==> config.mk <==
export PLATFORM = sky130hd
export DESIGN_NAME = ram_scan_reader
export DESIGN_NICKNAME = d
export VERILOG_FILES = /design/src/rtl/lab2_pkg.sv /design/src/rtl/ram_scan_reader_tick_gen.sv /design/src/rtl/ram_scan_reader.sv
export SDC_FILE = /design/constraint.sdc
export NUM_CORES = 1
export LEC_CHECK = 0
export BUFFER_PORTS_ARGS = -buffer_cell sky130_fd_sc_hd__buf_2
export CORE_MARGIN = 2
export CORE_UTILIZATION = 60
export CTS_CLUSTER_DIAMETER = 30
export DETAILED_ROUTE_END_ITERATION = 6
export GPL_TIMING_DRIVEN = 0
export PLACE_DENSITY = 0.95
export SETUP_SLACK_MARGIN = 0.3
export SYNTH_ARGS = -nofsm -noshare
export SYNTH_HDL_FRONTEND = slang
export SYNTH_SLANG_ARGS = --single-unit
==> constraint.sdc <==
create_clock -name clk -period 3 [get_ports clk]
set_input_delay 0.3 -clock clk [delete_from_list [all_inputs] [get_ports clk]]
set_output_delay 0.3 -clock clk [all_outputs]
set_load 0.02 [all_outputs]
==> src/rtl/lab2_pkg.sv <==
// Shared constants for the lab2 memory designs: RAM geometry and board clock.
package lab2_pkg;

  localparam int unsigned RAM_ADDR_W = 5;
  localparam int unsigned RAM_DATA_W = 4;
  localparam int unsigned CLK_HZ     = 50_000_000;

  // Width of a 0..div-1 counter, never narrower than one bit.
  function automatic int unsigned cnt_width(input int unsigned div);
    return (div > 1) ? $clog2(div) : 1;
  endfunction

endpackage

==> src/rtl/ram_scan_reader_tick_gen.sv <==
// Prescaler: counts enabled cycles and fires once every DIV of them.
// step is the combinational view of the firing edge; tick is its registered pulse.
module tick_gen
  import lab2_pkg::*;
#(
  parameter int unsigned DIV = CLK_HZ
) (
  input  logic clk,
  input  logic reset,
  input  logic enable,
  input  logic clear,
  output logic step,
  output logic tick
);

  localparam int unsigned     CNT_W = cnt_width(DIV);
  localparam logic [CNT_W-1:0] LAST = CNT_W'(DIV - 1);

  logic [CNT_W-1:0] cnt_q, cnt_d;
  logic             tick_q, tick_d;

  // clear wins over a coinciding terminal count, so no step is reported then.
  assign step = enable && !clear && (cnt_q == LAST);
  assign tick = tick_q;

  always_comb begin
    // NOTE: every output of this block gets a default first, so no path leaves it unassigned and no latch is inferred.
    cnt_d  = cnt_q;
    tick_d = 1'b0;
    if (clear) begin
      cnt_d = '0;
    end else if (enable) begin
      if (cnt_q == LAST) begin
        cnt_d  = '0;
        tick_d = 1'b1;
      end else begin
        cnt_d = cnt_q + CNT_W'(1);
      end
    end
  end

  always_ff @(posedge clk or posedge reset) begin
    if (reset) begin
      cnt_q  <= '0;
      tick_q <= 1'b0;
    end else begin
      // NOTE: state registers use non-blocking assignments so every flop samples pre-edge values.
      cnt_q  <= cnt_d;
      tick_q <= tick_d;
    end
  end

endmodule

==> src/rtl/ram_scan_reader.sv <==
// Slow address scanner for a synchronous RAM read port: steps rd_addr once per
// prescaled tick and shows each returned word alongside the address that fetched it.
module ram_scan_reader
  import lab2_pkg::*;
#(
  parameter int unsigned ADDR_W   = RAM_ADDR_W,
  parameter int unsigned DATA_W   = RAM_DATA_W,
  parameter int unsigned TICK_DIV = CLK_HZ,
  parameter int unsigned RD_LAT   = 1
) (
  input  logic              clk,
  input  logic              reset,
  input  logic              enable,
  input  logic              load,
  input  logic [ADDR_W-1:0] load_addr,
  output logic [ADDR_W-1:0] rd_addr,
  input  logic [DATA_W-1:0] rd_data,
  output logic [ADDR_W-1:0] disp_addr,
  output logic [DATA_W-1:0] disp_data,
  output logic              disp_valid,
  output logic              tick
);

  typedef struct packed {
    logic              valid;
    logic [ADDR_W-1:0] addr;
  } token_t;

  localparam token_t RESET_TOKEN = '{valid: 1'b1, addr: '0};

  logic                    step;
  logic                    launch;
  logic [ADDR_W-1:0]       rd_addr_q, rd_addr_d;
  token_t [RD_LAT-1:0]     pipe_q, pipe_d;
  token_t                  exit_tok;
  logic [ADDR_W-1:0]       disp_addr_q, disp_addr_d;
  logic [DATA_W-1:0]       disp_data_q, disp_data_d;
  logic                    disp_valid_q, disp_valid_d;

  tick_gen #(
    .DIV (TICK_DIV)
  ) u_tick_gen (
    .clk    (clk),
    .reset  (reset),
    .enable (enable),
    .clear  (load),
    .step   (step),
    .tick   (tick)
  );

  // load bypasses enable and overrides a step landing on the same edge.
  always_comb begin
    rd_addr_d = rd_addr_q;
    if (load) begin
      rd_addr_d = load_addr;
    end else if (step) begin
      rd_addr_d = rd_addr_q + ADDR_W'(1);
    end
  end

  assign launch = load | step;

  // Each address update enters stage 0 with its address and ages one stage per edge,
  // so it leaves exactly when the RAM has answered for that address.
  always_comb begin
    pipe_d    = '0;
    pipe_d[0] = '{valid: launch, addr: rd_addr_d};
    for (int i = 1; i < RD_LAT; i++) begin
      pipe_d[i] = pipe_q[i-1];
    end
  end

  assign exit_tok = pipe_q[RD_LAT-1];

  always_comb begin
    disp_addr_d  = disp_addr_q;
    disp_data_d  = disp_data_q;
    disp_valid_d = disp_valid_q;
    if (exit_tok.valid) begin
      disp_addr_d  = exit_tok.addr;
      disp_data_d  = rd_data;
      disp_valid_d = 1'b1;
    end
  end

  always_ff @(posedge clk or posedge reset) begin
    if (reset) begin
      rd_addr_q    <= '0;
      // NOTE: the token pipeline is reset too, and preloaded with address 0 so the first word shows without a step.
      pipe_q       <= '0;
      pipe_q[0]    <= RESET_TOKEN;
      disp_addr_q  <= '0;
      disp_data_q  <= '0;
      disp_valid_q <= 1'b0;
    end else begin
      rd_addr_q    <= rd_addr_d;
      pipe_q       <= pipe_d;
      disp_addr_q  <= disp_addr_d;
      disp_data_q  <= disp_data_d;
      disp_valid_q <= disp_valid_d;
    end
  end

  assign rd_addr    = rd_addr_q;
  assign disp_addr  = disp_addr_q;
  assign disp_data  = disp_data_q;
  assign disp_valid = disp_valid_q;

endmodule

# Word-level counts from Yosys, hierarchy flattened
# Cells that the tools add are included.
# totals
ff_bits,43
elab_cells,24
output_inout_bits,16
# op_classes
add_sub_neg,2
bitwise_logic,1
eq_ne,1
n_mux,8
reduce_logical,5
# ops
op,count
two-way mux 26 bit,3
adder 26 x 1 -> 26 bit (second input constant),1
== test 26 bit (second input constant),1
two-way mux 5 bit,2
adder 5 x 1 -> 5 bit (second input constant),1
nonzero test 2 bit,2
two-way mux 1 bit,3
logical AND 1 bit,2
zero test 1 bit,1
bitwise OR 1 bit,1

# Depth between registers and ports, before layout
# depth
depth_word,5
mapped_depth,7

# Hierarchy
# A second synthesis with hierarchy kept.
# unflattened
hier_cells,229
hier_area_um2,2207.1
# modules_own_cells
mod,n_inst,cells_each,seq_area_each_um2,area_per_inst_um2
tick_gen,1,176,675.6,1521.5
ram_scan_reader,1,53,401.6,685.7

# Least setup slack after synthesis
# Ideal clock, no wire load.
# synth_path
path_type,register to register
from,register u_tick_gen.cnt_q[16]
to,register u_tick_gen.cnt_q[23]
synth_period_minus_slack_ps,1889
stages_incl_launch_ff,6
setup_slack_ps,1111
t_arrival_ps,1763
required_time_ps,2874
cell_sequence,dfrtp_1 > or4b_4 > nor4_4 > nand3_2 > a31o_1 > a311o_1
# synth_via
elab_chain_cells,4
word_cells_on_any_way,5
# synth_lines
element,line,text
start: declaration,ram_scan_reader_tick_gen.sv:19,"logic [CNT_W-1:0] cnt_q, cnt_d;"
start signal: assignment,ram_scan_reader_tick_gen.sv:48,cnt_q <= cnt_d;
adder 26 x 1 -> 26 bit / == test 26 bit (equally long branches),"ram_scan_reader_tick_gen.sv:37, ram_scan_reader_tick_gen.sv:33",
two-way mux 26 bit *,ram_scan_reader_tick_gen.sv:33,if (cnt_q == LAST) begin
two-way mux 26 bit *,ram_scan_reader_tick_gen.sv:32,end else if (enable) begin
two-way mux 26 bit *,ram_scan_reader_tick_gen.sv:30,if (clear) begin
# Mark *: on every way between the ends. The rest lies on a longest branch, timed or not. The select of a mux whose other input is x is not followed.
# A chain may end at the register's enable or synchronous reset.

# Final worst setup path
# layout_path
from,register u_tick_gen.cnt_q[0]
to,register u_tick_gen.cnt_q[10]
# The elaborated chain is that of the path after synthesis.

==> summary.txt <==
Cells and area
  • Layout cells sized above 1: 0.272
  • Post-route cell area: 0.00245 sq mm
  • Sequential cell area: between 0.001 and 0.0015 sq mm
  • Finished Core Util: 0.716
  • Multi-input logic area: ~0.0010 sq mm
  • Area growth from synthesis to layout: 12.6%
  • Fillers: ~250
  • Diode count: 0
  • Post-layout nets: 257

Timing
  • Setup-failing EPs final: 0
  • Hold Fails Final Rpt: 0
  • Min cycle time layout: roughly 2.2 ns
  • Unrepaired setup endpoints after global routing: no
  • Slew of the pin with the lowest slew margin: a little under 0.9 ns
  • Max frequency: around 460 MHz
  • Setup WS post-layout: between 0.8 and 0.9 ns
  • Clk_skew: approximately 0.015 ns
  • Max Slew Vio Count: 0
  • Final setup TNS: 0 ns
  • Slew Limit Headroom: 0.415
  • Hold Worst Slack: 0.106 ns
  • Fin crit share: 0.718

Setup path
  • Worst stage delay on the critical path: around 0.45 ns
  • R2r startpoint: u_tick_gen.cnt_q[0]$_DFFE_PP0P_
  • Most used cell, CP: nor2_1
  • CP Depth: 7
  • Critical path required time: 3.25 ns
  • Crit-path max FO: 10
  • CP cell instances: ha_1 > nand4_1 > nor2_1 > nand3_1 > nand2b_1 > buf_4 > nor2_1
  • WP data arrival: about 2.4 ns
  • Crit path max-delay family: simple AND/OR/NAND/NOR gates
  • Worst setup path startpoint: u_tick_gen.cnt_q[0]$_DFFE_PP0P_
  • WS Path Type: reg -> reg
  • Slowest cell on crit path: nor2_1
  • CP bufs+invs: 1
  • Nature of the critical path endpoint: flop
  • Worst reg2reg path depth: 7
  • CP startpoint kind: flop

Routing
  • Post-route ant nets: 0
  • DR vias: approximately 1,600
  • DRC Markers: 0
  • Number of DRC markers in iteration 0: roughly 120
  • Vias per Instance: around 5.7
  • Pre-antenna DRT Iters: 4
  • DR WL/cell: around 15 microns
  • Total wire length: ~4.3 mm

Clocking
  • CTS sink count: between 40 and 50
  • # resized after CTS: 0
  • Root buffer cell: clkbuf_4
  • # H-tree levels: 2
  • Maximum buffer depth of the clock tree: 2
  • Post-CTS setup buffer count: 0
  • TritonCTS clock tree: yes
  • CTS buffer count: 5
  • Later-pin clock latency in the skew report: 0.36 ns
  • Hold Buf Count CTS: 0
  • Reg clk slew, reported paths: approximately 0.12 ns

Power and ir drop
  • Pint: ~0.84 mW
  • Power share of the clock group: 0.318
  • Sw Ratio: 0.252
  • Sequential power share: 0.558
  • Power per cell area: about 460 mW/mm^2
  • Worst vdd ir: roughly 360 uV
  • Leakage power: between 1 and 1.5 nW
  • Comb power frac: 0.124
  • Sw power: between 0.2 and 0.3 mW

Die
  • Die X-Extent: 64.2 microns
  • Full die area: between 0.004 and 0.005 sq mm
  • Die H: ~64 microns
  • Starting density of the core: 0.636
  • I/O pin cnt: 29
  • Core Rows: 21
  • Core area: approximately 0.0034 sq mm

GRT
  • Largest net degree at the start of global routing: 44
  • GRT Overall Usage: 0.239
  • First-pass GRT wire length: roughly 7.5 mm
  • Vias in the first global route: ~1,700
  • Initial antenna violation count: 0
  • GR Overflow Total: 0

Logic synthesis
  • Post-synth top cells: dfrtp_1 (42), nor2_1 (30), xor2_1 (18), nand2_1 (15), nand4_1 (12)
  • Top-count cell post-synth: dfrtp_1
  • #FFs+latches synth: between 40 and 50
  • Fraction of registers with async set/reset: 1.00
  • Post-synth top area share: 0.484
  • Synth cell types: 42
  • Primary FF master, synth: dfrtp_1
  • Ys Warns: 0
  • Gate Count Post-Synth: roughly 210
  • Syn_area_per_cell: 10.5 sq um
  • Mapped cell area: between 0.002 and 0.0025 sq mm
  • EDFF count, synth: 0
  • Post-synthesis net count: around 220
  • Yosys top cell by area: dfrtp_1
  • Sequential area share after synthesis: 0.496
  • Top cells by area, synth: dfrtp_1 (48%), xor2_1 (7.3%), mux2_2 (5.2%)

Placed design
  • Final GP Congestion: 0.838
  • Placed inst area: around 0.0024 sq mm
  • Port Buffer Count: 28
  • Post-DP HPWL: about 3.2 mm
  • Worst slack, placed: ~0.88 ns

Outcome
  • Status: finished clean

Job
  • Total of max-cap violations: 0

Worst hold path
  • HP Class: in -> async
[per-layer routing]
layer	GRT usage	wire length, microns	vias up
li1	-	-	782
met1	0.298	1780	809
met2	0.408	2280	47
met3	0.0493	209	7
met4	0.0904	57	0
met5	0	0	-
[final timing paths]
check | to | slack [ns]
max in group asynchronous | u_tick_gen.cnt_q[4]$_DFFE_PP0P_ | 2.34
min in group clk | exit_tok[0]$_DFFE_PP0P_ | 0.14
worst min register to register | disp_valid$_DFFE_PP0P_ | 0.47
worst min-delay path | u_tick_gen.cnt_q[14]$_DFFE_PP0P_ | 0.11
worst max register to register | u_tick_gen.cnt_q[10]$_DFFE_PP0P_ | 0.84
worst max-delay path | u_tick_gen.cnt_q[10]$_DFFE_PP0P_ | 0.84
[cell families (layout without fill, tap and decap cells)]
logic type | Yosys count | after routing | share of synthesized area
flip-flops | 43 | 43 | 0.496
buffers and inverters | 14 | 50 | 0.0368
AO/OA/AOI/OAI | 14 | 14 | 0.0386
XOR/XNOR | 25 | 25 | 0.101
adder cells (fa/ha/maj) | 2 | 2 | 0.0115
multiplexers | 11 | 11 | 0.0564
AND/OR/NAND/NOR | 98 | 98 | 0.260
[cells in the final DEF, fill, tap and decap left out, drive strengths merged]
cell type and n:
nand3b 2, xnor2 7, clkbuf 9, and3 4, and4 3, dfrtp 42
buf 37, nor3 3, or2b 1, a21oi 3, ha 2, o2111ai 1
nand4 13, nand2 15, or3 2, or2 1, and2 2, bufinv 1
mux2i 1, xor2 18, a31o 1, or4 1, nand2b 3, or4b 1
nand3 11, nor2 31, a311o 1, o21ai 7, mux2 10, nor4 3
nor2b 2, dfstp 1, inv 3, a31oi 1
[per-stage QoR]
step                      cells  total power [mW]
after global placement      281             0.775
after CTS                   289              1.13
final                       289              1.13
after detailed placement    281             0.783
after global routing        289              1.17
after floorplan             207             0.735
[state kept, by name (all words and copies together), names as in the netlist]
| signal | count |
|---|---|
| disp_addr | 5 |
| disp_data | 4 |
| u_tick_gen.tick | 1 |
| disp_valid | 1 |
| u_tick_gen.cnt_q | 26 |
| exit_tok | 6 |
[power groups by stage]
stage	clock network, mW	registers (mW)	logic (mW)
after floorplan	0	0.655	0.0795
after detailed placement	0	0.641	0.141
final	0.359	0.630	0.140
after global routing	0.382	0.634	0.155
after CTS	0.361	0.630	0.142
after global placement	0	0.638	0.137
[layout make-up]
type	instances	share of cell area
inverters	3	0.00460
clock buffers	7	0.0184
well taps	46	0.0235
multi-input cells	150	0.415
flip-flops and latches	43	0.440
clock inverters	1	0.0123
plain buffers	11	0.0281
repair buffers	28	0.0573
[worst reg2reg max path: cells and delay by family, from the launching register on]
| kind | cells | cell delay, ns |
|---|---|---|
| and+or+nand+nor | 5 | 1.18 |
| DFF | 1 | 0.43 |
| adders and majority gates | 1 | 0.26 |
| buffers and inverters | 1 | 0.19 |
Note: power is estimated with default switching activity, not from simulation.
